File: src/rtl/hp_ctrl_pkg.sv
// rtl/hp_ctrl_pkg.sv - shared state encoding, defaults and HP-to-bitmap mapping for the HP controller
package hp_ctrl_pkg;

  typedef enum logic [1:0] {ALIVE_ST, HIT_ST, INVULN_ST, DEAD_ST} state_t;

  localparam int HP_MAX_DEF        = 100;
  localparam int HP_STEP_DEF       = 25;
  localparam int INVULN_FRAMES_DEF = 30;

  // Floor division makes a clamped final hit land on the last bitmap index.
  function automatic logic [2:0] hp_level_of(input logic [6:0] hp, input int hp_max, input int hp_step);
    int lvl;
    lvl = (hp_max - int'(hp)) / hp_step;
    return lvl[2:0];
  endfunction

endpackage

File: src/rtl/rr_arbiter.sv
// rtl/rr_arbiter.sv - combinational round-robin arbiter, first request at or after ptr wins
module rr_arbiter #(
  parameter int NUM_SRC = 4,
  parameter int IDXW    = $clog2(NUM_SRC)
) (
  input  logic [NUM_SRC-1:0] req,
  input  logic [IDXW-1:0]    ptr,
  output logic [NUM_SRC-1:0] grant,
  output logic [IDXW-1:0]    grant_idx,
  output logic               any
);

  int idx;

  always_comb begin
    grant     = '0;
    grant_idx = '0;
    any       = 1'b0;
    idx       = 0;
    for (int i = 0; i < NUM_SRC; i++) begin
      idx = int'(ptr) + i;
      if (idx >= NUM_SRC) idx = idx - NUM_SRC;
      if (!any && req[idx]) begin
        any        = 1'b1;
        grant[idx] = 1'b1;
        grant_idx  = idx[IDXW-1:0];
      end
    end
  end

endmodule

File: src/rtl/hp_hit_controller.sv
// rtl/hp_hit_controller.sv - HP hit sequencer with arbitration and invulnerability; optional HP_INVULN_EN
module hp_hit_controller
  import hp_ctrl_pkg::*;
#(
  parameter int NUM_SRC       = 4,
  parameter int HP_MAX        = HP_MAX_DEF,
  parameter int HP_STEP       = HP_STEP_DEF,
  parameter int INVULN_FRAMES = INVULN_FRAMES_DEF
) (
  input  logic               clk,
  input  logic               resetN,
  input  logic               startOfFrame,
  input  logic [NUM_SRC-1:0] hit_req,
  input  logic               restore,
  output logic [NUM_SRC-1:0] hit_ack,
  output logic [6:0]         hp,
  output logic [2:0]         hp_level,
  output logic               invuln,
  output logic               game_over,
  output logic               game_over_pulse
);

  localparam int IDXW = $clog2(NUM_SRC);

  if (HP_MAX / HP_STEP > 7) begin : g_bad_step
    $error("hp_hit_controller: HP_MAX/HP_STEP exceeds 7");
  end
  if (INVULN_FRAMES < 1 || INVULN_FRAMES > 255) begin : g_bad_frames
    $error("hp_hit_controller: INVULN_FRAMES out of 1..255");
  end
  if (NUM_SRC < 2 || NUM_SRC > 8) begin : g_bad_src
    $error("hp_hit_controller: NUM_SRC out of 2..8");
  end

  state_t            state;
  logic [IDXW-1:0]   rr_ptr;
  logic [NUM_SRC-1:0] grant;
  logic [IDXW-1:0]   grant_idx;
  logic              any_req;
  logic [6:0]        hp_dec;
  logic [IDXW-1:0]   ptr_next;
`ifdef HP_INVULN_EN
  logic [7:0]        inv_cnt;
`endif

  rr_arbiter #(.NUM_SRC(NUM_SRC), .IDXW(IDXW)) u_arb (
    .req       (hit_req),
    .ptr       (rr_ptr),
    .grant     (grant),
    .grant_idx (grant_idx),
    .any       (any_req)
  );

  always_comb begin
    hp_dec   = (hp > 7'(HP_STEP)) ? hp - 7'(HP_STEP) : 7'd0;
    ptr_next = (grant_idx == IDXW'(NUM_SRC - 1)) ? '0 : grant_idx + 1'b1;
  end

  always_ff @(posedge clk) begin
    if (!resetN) begin
      state           <= ALIVE_ST;
      rr_ptr          <= '0;
      hp              <= 7'(HP_MAX);
      hp_level        <= 3'd0;
      hit_ack         <= '0;
      invuln          <= 1'b0;
      game_over       <= 1'b0;
      game_over_pulse <= 1'b0;
`ifdef HP_INVULN_EN
      inv_cnt         <= 8'd0;
`endif
    end else begin
      hit_ack         <= '0;
      game_over_pulse <= 1'b0;
      if (restore) begin
        state     <= ALIVE_ST;
        rr_ptr    <= '0;
        hp        <= 7'(HP_MAX);
        hp_level  <= 3'd0;
        invuln    <= 1'b0;
        game_over <= 1'b0;
`ifdef HP_INVULN_EN
        inv_cnt   <= 8'd0;
`endif
      end else begin
        case (state)
          ALIVE_ST: begin
            if (any_req) begin
              hit_ack  <= grant;
              rr_ptr   <= ptr_next;
              hp       <= hp_dec;
              hp_level <= hp_level_of(hp_dec, HP_MAX, HP_STEP);
              if (hp_dec == 7'd0) begin
                state           <= DEAD_ST;
                game_over       <= 1'b1;
                game_over_pulse <= 1'b1;
              end else begin
                state  <= HIT_ST;
                invuln <= 1'b1;
              end
            end
          end
          HIT_ST: begin
            if (startOfFrame) begin
`ifdef HP_INVULN_EN
              state   <= INVULN_ST;
              inv_cnt <= 8'(INVULN_FRAMES);
`else
              state  <= ALIVE_ST;
              invuln <= 1'b0;
`endif
            end
          end
`ifdef HP_INVULN_EN
          INVULN_ST: begin
            if (startOfFrame) begin
              // A count of 0 here can only come from corruption; treat it as expired.
              if (inv_cnt <= 8'd1) begin
                inv_cnt <= 8'd0;
                state   <= ALIVE_ST;
                invuln  <= 1'b0;
              end else begin
                inv_cnt <= inv_cnt - 8'd1;
              end
            end
          end
`endif
          DEAD_ST: ;
          default: begin
            state  <= ALIVE_ST;
            invuln <= 1'b0;
          end
        endcase
      end
    end
  end

endmodule

File: config.mk
export PLATFORM = sky130hd
export DESIGN_NAME = hp_hit_controller
export DESIGN_NICKNAME = d
export VERILOG_FILES = /design/src/rtl/hp_ctrl_pkg.sv /design/src/rtl/rr_arbiter.sv /design/src/rtl/hp_hit_controller.sv
export SDC_FILE = /design/constraint.sdc
export NUM_CORES = 1
export LEC_CHECK = 0
export CORE_MARGIN = 2
export CORE_UTILIZATION = 40
export DETAILED_ROUTE_END_ITERATION = 16
export PLACE_DENSITY = 0.7
export SETUP_SLACK_MARGIN = 0.3
export SLEW_MARGIN = 10
export SYNTH_ARGS = -nofsm -noshare
export SYNTH_HDL_FRONTEND = slang
export SYNTH_SLANG_ARGS = --single-unit
export TNS_END_PERCENT = 10
File: constraint.sdc
create_clock -name clk -period 6.1 [get_ports clk]
set_input_delay 1.83 -clock clk [delete_from_list [all_inputs] [get_ports clk]]
set_output_delay 1.83 -clock clk [all_outputs]
set_load 0.01 [all_outputs]
==> results of run 1 <==
[layer usage]
| layer | vias to the layer above | part of all wire | wire, um |
|---|---|---|---|
| met4 | 0 | 0.017 | 92 |
| met1 | 967 | 0.51 | 2730 |
| met5 | - | 0 | 0 |
| met3 | 10 | 0.034 | 184 |
| li1 | 1034 | - | - |
| met2 | 56 | 0.44 | 2350 |
[through the flow]
step / total power [mW] / area, um^2 / std cells
2_1_floorplan: 0.502 / 2180 / 264
3_3_place_gp: 0.586 / 2440 / 345
3_5_place_dp: 0.590 / 2440 / 345
4_1_cts: 0.684 / 2490 / 349
5_1_grt: 0.753 / 2520 / 352
6_report: 0.696 / 2520 / 352
[path summary, 6_finish.rpt]
check	cells past startpoint	endpoint	from
max	24	hp_level[1]	hp[1]
min	1	game_over	game_over
max reg2reg	24	hp_level[1]	hp[1]
min reg2reg	1	game_over	game_over
[cells by family (layout without fill, tap and decap cells)]
logic type	after synthesis	in the layout	synth area share
and+or+nand+nor	93	93	0.213
AOI/OAI and AO/OA	91	91	0.336
buffers and inverters	23	41	0.0476
DFF	21	21	0.193
adders and majority gates	17	17	0.0975
xor gates and xnor gates	10	10	0.0522
muxes	9	9	0.0614
[power groups by stage]
| stage | logic (mW) | clock network [mW] | registers (mW) |
|---|---|---|---|
| 6_report | 0.430 | 0.0893 | 0.176 |
| 3_3_place_gp | 0.406 | 0 | 0.179 |
| 2_1_floorplan | 0.332 | 0 | 0.169 |
| 4_1_cts | 0.416 | 0.0912 | 0.176 |
| 5_1_grt | 0.475 | 0.0984 | 0.180 |
| 3_5_place_dp | 0.411 | 0 | 0.179 |
[timing repair]
| action | 4_1_cts | 5_1_grt |
|---|---|---|
| setup endpoints to repair | 0 | 2 |
| setup buffers | 0 | 3 |
| gates resized for setup | 0 | 4 |
[critical path, delay by kind of cell (launching register included)]
kind                     cells  cell delay (ns)
AND/OR/NAND/NOR              6             0.65
flip-flops                   1             0.53
adder cells (fa/ha/maj)      4             1.09
buffers and inverters        1             0.13
AO/OA/AOI/OAI               13             2.75
[final cells by class]
class / instances / area share
Tap cell: 70 / 0.0347
Timing Repair Buffer: 27 / 0.104
Sequential cell: 21 / 0.167
Inverter: 10 / 0.0154
Clock buffer: 4 / 0.0179
Multi-Input combinational cell: 220 / 0.661
[cells in the final DEF, fill, tap and decap left out, drive strengths merged, types with 2 or more instances in the layout]
cell           count
o31ai              4
o32ai              3
a21o               3
a211oi             6
a31o               2
nor2              33
buf                3
mux2               2
o21ai             13
a21oi             16
mux4               3
nor3b              2
o21bai             4
and2               3
ha                17
a22oi              6
clkbuf             4
dfxtp             21
o311a              2
clkdlybuf4s50     24
nor4               2
and3               3
o211ai             7
nand2b             5
a31oi              2
nor2b              3
a221oi             8
a311oi             2
and4               2
a21boi             2
nor3              11
xnor2              9
mux2i              4
inv                9
nand2             22
[state kept, by name, indices dropped and copies added, names as in the netlist, named ones only]
| signal | flops |
|---|---|
| hp | 7 |
| hit_ack | 4 |
| hp_level | 3 |
| state | 2 |
| game_over | 1 |
| game_over_pulse | 1 |
| invuln | 1 |
| rr_ptr | 1 |
==> summary.txt, run 1 <==
Power
  – Sw Pwr: 0.315 mW
  – Peak supply drop: about 0.00012 V
  – P per Cell Area: 276 nW/um^2
  – Sw Share: 0.452
  – Clock power share: 0.128
  – Internal power: roughly 0.38 mW
  – LEAKAGE: 0.938 nW
  – Reg power frac: 0.253
  – Comb power frac: 0.618

Final layout
  – Nets: between 300 and 400
  – Area Overhead vs Synth: 15.6%
  – Layout cell share with drive strength beyond 1: 0.121
  – N_diodes: 0
  – Sequential cell area: 420 um^2
  – Final Core Density: 0.487
  – FILL cells: 498
  – Area of the multi-input gates: roughly 1700 um^2

Global route
  – Vias in the first global route: 1900
  – First-pass GRT wire length: 8950 um
  – Largest net degree at the start of global routing: 17
  – GR Layer Usage met2: 0.266
  – M1 GR Usage: 0.262
  – Initial antenna violation count: 0
  – Overall Global Routing Usage: 0.178
  – Met3 GRT Util: 0.0267
  – Gr busiest metal: met2
  – Total gr overflow: 0

Yosys
  – Asr flop ratio synth: 0
  – Total of warnings raised by yosys: 0
  – Synth Register Bits: 21
  – Sequential area share after synthesis: 0.193
  – Mean post-synth cell area: 8.26 um^2
  – Leading area contributor after synthesis: dfxtp_1
  – Ranking of synthesized cells by area: dfxtp_1 (19%), ha_1 (9.8%), nor2_1 (5.5%)
  – Post-synthesis cell area: 2180 um^2
  – Count leader, synth: nor2_1
  – Syn_nets: 289
  – Synth top area share: 0.193
  – Synth Instances: 264
  – Post-synth top cells: nor2_1 (32), dfxtp_1 (21), nand2_1 (21)
  – Dominant synthesized flop cell: dfxtp_1
  – Distinct cells, synth: between 70 and 80
  – Number of synthesized flops with an enable pin: 0

STA
  – Tmin final: 5.27 ns
  – Max_slew headroom: 0.289
  – Slew Viols, Final: 0
  – Highest clock rate: 190 MHz
  – Clk_skew: 0.00410 ns
  – Worst hold slack: 0.468 ns
  – Tcrit/Tclk final: 0.863
  – Slew of the pin with the lowest slew margin: approximately 1.1 ns
  – Setup violators final: 0
  – RSZ-0062 raised after global routing: false
  – PnR worst setup slack: around 0.83 ns
  – TNS Setup: 0 ns
  – Final Hold Vio Count: 0

Worst setup path
  – Largest stage delay on the critical path: 0.53 ns
  – WS Path Type: flip-flop to flip-flop
  – Crit path cell chain: inv_1 -> ha_1 -> o21bai_1 -> a21oi_2 -> nand2_1 -> ha_1 -> a21oi_2 -> nor3_1 -> a32oi_1 -> o21ai_0 -> o211ai_2 -> nor3_2 -> a21boi_0 -> ha_1 -> nor2_1 -> a31o_1 -> a2bb2oi_2 -> a311oi_2 -> a21oi_2 -> ha_1 -> nor2_1 -> a211oi_1 -> a21oi_1 -> nor2_1
  – Worst path arrival time: 5.41 ns
  – Critical Path RT: 6.24 ns
  – Most common cell on crit path: ha_1
  – CP Capture Type: flip-flop
  – Register-to-register setup slack: around 0.83 ns
  – Worst Setup Start Kind: flip-flop
  – Worst-path fanout max: 11
  – CP max stage cell: dfxtp_1

Placed design
  – RePlAce Congestion: 0.885
  – Port-buffer cells: 24
  – Pre-CTS WS: 0.488 ns
  – Post-DP HPWL: 3950 um

CTS
  – CTS tree: yes
  – Maximum buffer depth of the clock tree: 2
  – CTS root buf: clkbuf_8
  – H-tree depth: 1
  – Clock edge transition at the registers on the reported setup and hold paths: 0.07 ns
  – Cts hold-fix bufs: 0
  – CTS buffer count: 3
  – CTS sink cnt: 21
  – Clock latency on the worst-skew pair: 0.26 ns

Die
  – Floorplan die width: 77.8 um
  – Starting Density: 0.422
  – Io pins: 25
  – Die H: 77.8 um
  – Row count: 26
  – Die area: 6060 um^2
  – Core area: 5170 um^2

Routing
  – DR pass1 iterations: 6
  – DRC marker count from the first detailed-route iteration: 184
  – Final WL: ~5400 um
  – DRT antenna net count: 0
  – Drt wl/cell: 15.2 um
  – Vias/cell: 5.87
  – Via count: 2067
  – Remaining DRCs: 0

Status
  – Status: finished clean

Min path
  – Min-Delay Path Class: flip-flop to flip-flop

Run
  – Max_cap viols: 0
No activity file was read; power rests on OpenSTA's default activity.
==> run 2, diff against run 1 <==
--- a/config.mk
+++ b/config.mk
@@ -5,12 +5,12 @@
 export SDC_FILE = /design/constraint.sdc
 export NUM_CORES = 1
 export LEC_CHECK = 0
+export ABC_AREA = 1
 export CORE_MARGIN = 2
 export CORE_UTILIZATION = 40
 export DETAILED_ROUTE_END_ITERATION = 16
 export PLACE_DENSITY = 0.7
 export SETUP_SLACK_MARGIN = 0.3
-export SLEW_MARGIN = 10
 export SYNTH_ARGS = -nofsm -noshare
 export SYNTH_HDL_FRONTEND = slang
 export SYNTH_SLANG_ARGS = --single-unit
==> constraint.sdc (replaced) <==
create_clock -name clk -period 6.1 [get_ports clk]
set_input_delay 1.83 -clock clk [delete_from_list [all_inputs] [get_ports clk]]
set_output_delay 1.83 -clock clk [all_outputs]
set_load 0.1 [all_outputs]
==> summary.txt, run 2 <==
Yosys
  – Total of warnings raised by yosys: 0
  – Distinct cells, synth: 37
  – Synth top area share: 0.199
  – Post-synth top cells: nand2_1 (89), inv_1 (54), nor2_1 (26)
  – Asr flop ratio synth: 0
  – Sequential area share after synthesis: 0.199
  – Post-synthesis cell area: 2110 um^2
  – Synth Instances: 332
  – Synth Register Bits: 21
  – Leading area contributor after synthesis: dfxtp_1
  – Ranking of synthesized cells by area: dfxtp_1 (20%), nand2_1 (16%), ha_1 (10%)
  – Dominant synthesized flop cell: dfxtp_1
  – Mean post-synth cell area: 6.37 um^2
  – Syn_nets: 357
  – Number of synthesized flops with an enable pin: 0
  – Count leader, synth: nand2_1

CTS
  – CTS root buf: clkbuf_8
  – Clock latency on the worst-skew pair: 0.25 ns
  – Setup bufs post-CTS: 0
  – CTS buffer count: 3
  – H-tree depth: 1
  – CTS tree: yes
  – Maximum buffer depth of the clock tree: 2
  – Cts hold-fix bufs: 0
  – Post_cts resized: 0
  – CTS sink cnt: 21
  – Clock edge transition at the registers on the reported setup and hold paths: 0.08 ns

Run
  – Max_cap viols: 0

Final layout
  – Biggest register: hp
  – Sequential cell area: 420 um^2
  – Nets: just under 400
  – Area Overhead vs Synth: 17.5%
  – Commonest cells after routing, fill and taps aside: nand2_1 (89), inv_1 (54), nor2_1 (26)
  – Area of the multi-input gates: 1450 um^2
  – N_diodes: 0
  – Biggest regs: hp (7), hit_ack (4), hp_level (3)
  – Number of flip-flops in the largest register: 7
  – Layout cell share with drive strength beyond 1: 0.117
  – Most common cell after layout, fill and taps aside: nand2_1
  – FILL cells: around 550

Placed design
  – Post-DP HPWL: 3820 um
  – Port-buffer cells: 24
  – RePlAce Congestion: 0.884

Global route
  – Initial antenna violation count: 0
  – Largest net degree at the start of global routing: 17
  – Overall Global Routing Usage: 0.164
  – Total gr overflow: 0
  – First-pass GRT wire length: 8200 um
  – Vias in the first global route: ~2000

STA
  – Slew Viols, Final: 0
  – TNS Setup: 0 ns
  – Tmin final: roughly 4.5 ns
  – Clk_skew: 0.00677 ns
  – Highest clock rate: 224 MHz
  – Final Hold Vio Count: 0
  – Setup violators final: 0
  – RSZ-0062 raised after global routing: false
  – Max_slew headroom: 0.337
  – Tcrit/Tclk final: 0.730
  – Slew of the pin with the lowest slew margin: 0.992 ns

Worst setup path
  – CP Capture Type: flip-flop
  – Reg-to-reg critical path startpoint: hp[1]
  – WS Path Type: flip-flop to flip-flop
  – Worst Setup SP: hp[1]
  – Critical Path RT: around 6.2 ns
  – Worst-path fanout max: 10
  – Worst Setup Start Kind: flip-flop
  – Worst path arrival time: 4.59 ns
  – CP max stage cell: dfxtp_1
  – Largest stage delay on the critical path: 0.39 ns

Min path
  – Min-Delay Startpoint: game_over
  – Min-Delay Path Class: flip-flop to flip-flop

Die
  – Row count: 26
  – Die area: around 5900 um^2
  – Core area: 5110 um^2
  – Floorplan die width: 76.7 um
  – Die H: 76.7 um
  – Starting Density: 0.414
  – Io pins: 25

Routing
  – Remaining DRCs: 0
  – Vias/cell: 5.03
  – Met3 wire len: ~200 um
  – Drt wl/cell: 11.1 um
  – DR pass1 iterations: 4
  – Via count: about 2200
  – Final WL: 4750 um
  – DRC marker count from the first detailed-route iteration: 124
  – Metal2 WL: 2320 um
  – DRT antenna net count: 0
  – DRT met1 WL: 2180 um
  – Max layer used: met4

Status
  – Status: finished clean
-- run 2: layout make-up --
type	count	area share
Multi-Input combinational cell	247	0.584
Timing Repair Buffer	24	0.0967
Sequential cell	21	0.169
Tap cell	70	0.0352
Clock buffer	3	0.0166
Inverter	63	0.0962
Clock inverter	1	0.00201
-- run 2: final timing paths --
check	endpoint	slack, ns	cells after the start
max	hp_level[1]	1.65	37
min	game_over	0.49	2
max reg2reg	hp_level[1]	1.65	37
min reg2reg	game_over	0.49	2
-- run 2: kinds of logic after synthesis --
| logic type | synth area share |
|---|---|
| buf+inv | 0.115 |
| compound gates | 0.174 |
| simple gates | 0.391 |
| flops | 0.199 |
| fa+ha+maj | 0.101 |
| xor+xnor | 0.0207 |
-- run 2: critical path, delay by kind of cell (launching register included) --
| kind | cells | cell delay, ns |
|---|---|---|
| adder cells (fa/ha/maj) | 4 | 0.85 |
| buffers and inverters | 7 | 0.45 |
| AO/OA/AOI/OAI | 2 | 0.25 |
| AND/OR/NAND/NOR | 24 | 2.41 |
| flip-flops | 1 | 0.39 |
-- run 2: per-stage QoR --
step                instance area (um^2)  utilization  cells  hold slack, ns  setup WS, ns
finish                              2480        0.487    429           0.491          1.65
global placement                    2440        0.477    425           0.471          1.54
CTS                                 2480        0.487    429           0.501          1.65
global route                        2480        0.487    429           0.526          1.12
detailed placement                  2440        0.477    425           0.483          1.38
floorplan                           2110            -    332           0.458          1.47
-- run 2: per-layer routing --
metal / vias to the layer above / GRT usage
li1: 1121 / -
met1: 985 / 0.201
met2: 50 / 0.297
met3: 4 / 0.0224
met4: 0 / 0.0436
met5: - / 0
Power of run 2 is left out: the tool's default activity adds up to more than one toggle a clock period on the data nets, which glitch-free logic cannot reach.
==> run 3, diff against run 2 <==
--- a/config.mk
+++ b/config.mk
@@ -9,7 +9,7 @@
 export CORE_MARGIN = 2
 export CORE_UTILIZATION = 40
 export DETAILED_ROUTE_END_ITERATION = 16
-export PLACE_DENSITY = 0.7
+export PLACE_DENSITY = 0.73
 export SETUP_SLACK_MARGIN = 0.3
 export SYNTH_ARGS = -nofsm -noshare
 export SYNTH_HDL_FRONTEND = slang
==> constraint.sdc (replaced) <==
create_clock -name clk -period 3.79 [get_ports clk]
set_input_delay 1.137 -clock clk [delete_from_list [all_inputs] [get_ports clk]]
set_output_delay 1.137 -clock clk [all_outputs]
set_load 0.1 [all_outputs]
==> summary.txt, run 3 (synthesized netlist as in run 2, its figures left out) <==
Status
  – Status: finished clean

CTS
  – CTS sink cnt: 21
  – CTS buffer count: 3
  – H-tree depth: 1
  – CTS tree: yes
  – Maximum buffer depth of the clock tree: 2
  – CTS root buf: clkbuf_8
  – Clock latency on the worst-skew pair: 0.25 ns
  – Clock edge transition at the registers on the reported setup and hold paths: 0.07 ns

Final layout
  – Nets: 419
  – Commonest cells after routing, fill and taps aside: nand2_1 (80), buf_4 (51), inv_1 (47)
  – Layout cell share with drive strength beyond 1: 0.331
  – Area Overhead vs Synth: 36.8%
  – Number of flip-flops in the largest register: 7
  – Biggest regs: hp (7), hit_ack (4), hp_level (3)
  – Most common cell after layout, fill and taps aside: nand2_1
  – N_diodes: 0
  – Biggest register: hp

Global route
  – Largest net degree at the start of global routing: 16
  – Overall Global Routing Usage: 0.177
  – Initial antenna violation count: 0
  – Vias in the first global route: 2127
  – First-pass GRT wire length: approximately 9000 um
  – GR Layer Usage met2: 0.327
  – Gr busiest metal: met2
  – Total gr overflow: 0
  – Met3 GRT Util: 0.0318
  – M1 GR Usage: 0.211

Routing
  – DRT antenna net count: 0
  – Remaining DRCs: 0
  – Final WL: 5340 um
  – Drt wl/cell: 11.5 um
  – Via count: 2292
  – Vias/cell: 4.95
  – DRC marker count from the first detailed-route iteration: 100
  – DR pass1 iterations: 4

STA
  – Max_slew headroom: 0.734
  – Final Hold Vio Count: 0
  – Setup violators final: 0
  – Clk_skew: 0.00253 ns
  – Tcrit/Tclk final: 0.991
  – Slew of the pin with the lowest slew margin: 0.396 ns
  – Tmin final: 3.76 ns
  – Slew Viols, Final: 0
  – RSZ-0062 raised after global routing: true
  – Worst hold slack: roughly 0.48 ns
  – Highest clock rate: 266 MHz

Die
  – Die area: 5880 um^2
  – Io pins: 25
  – Floorplan die width: 76.7 um
  – Starting Density: 0.414
  – Die H: 76.7 um
  – Row count: 26
  – Core area: 5110 um^2

Worst setup path
  – Critical Path RT: 3.93 ns
  – WS Path Type: flip-flop to flip-flop
  – Worst-path fanout max: 6
  – CP max stage cell: dfxtp_4
  – CP top delay family: simple AND/OR/NAND/NOR gates
  – Worst path arrival time: 3.90 ns
  – Worst Setup Start Kind: flip-flop
  – Most common cell on crit path: nand2_2
  – Largest stage delay on the critical path: 0.38 ns
  – CP Capture Type: flip-flop
  – Worst Path Buf+Inv: 7

Min path
  – Min-Delay Path Class: flip-flop to flip-flop

Placed design
  – Post-DP HPWL: 4070 um
  – Port-buffer cells: 24
  – RePlAce Congestion: 0.901

Run
  – Max_cap viols: 0
run 3: changes by cell type in the layout (fill, tap and decap cells not counted), sizes merged:
| cell | change |
|---|---|
| buf | +51 |
| clkbuf | +1 |
| clkdlybuf4s50 | -17 |
| clkinv | -1 |
run 3: worst paths after layout:
path	start	cells after the start	endpoint	slack (ns)
setup / recovery	hp[1]	37	hp_level[1]	0.03
hold / removal	game_over	2	game_over	0.48
setup reg to reg	hp[1]	37	hp_level[1]	0.03
hold reg to reg	game_over	2	game_over	0.48
run 3: cell type report:
type	instances	area, um^2
Clock buffer	4	45.0
Tap cell	70	87.6
Timing Repair Buffer	58	453
Multi-Input combinational cell	247	1620
Inverter	63	246
Fill cell	481	2210
Sequential cell	21	442
run 3: worst min-delay path, delay by kind of cell (launching register included):
kind	cells	cell delay, ns
flip-flops	1	0.33
AND/OR/NAND/NOR	1	0.07
AO/OA/AOI/OAI	1	0.04
run 3: stage by stage:
step | worst slack, ns | instances | instance area [um^2] | util | setup TNS [ns]
4_1_cts | 0.0989 | 458 | 2790 | 0.545 | 0
5_1_grt | -0.253 | 463 | 2890 | 0.566 | -0.458
3_5_place_dp | -0.0623 | 443 | 2630 | 0.514 | -0.105
6_report | 0.0329 | 463 | 2890 | 0.566 | 0
2_1_floorplan | -0.0221 | 332 | 2210 | - | -0.0377
3_3_place_gp | 0.0113 | 443 | 2630 | 0.514 | 0
run 3: metal layers:
metal,part of all wire,routed length [um],vias up
li1,-,-,1190
met1,0.43,2320,1035
met2,0.51,2740,59
met3,0.044,237,8
met4,0.0082,44,0
met5,0,0,-
run 3: what timing repair did:
item,4_1_cts,5_1_grt
hold buffers,0,0
endpoints found under the setup margin,3,11
gates resized for setup,8,20
cloned,0,0
pin swaps,19,19
setup buffers,11,5
Power of run 3 is left out for the same reason.
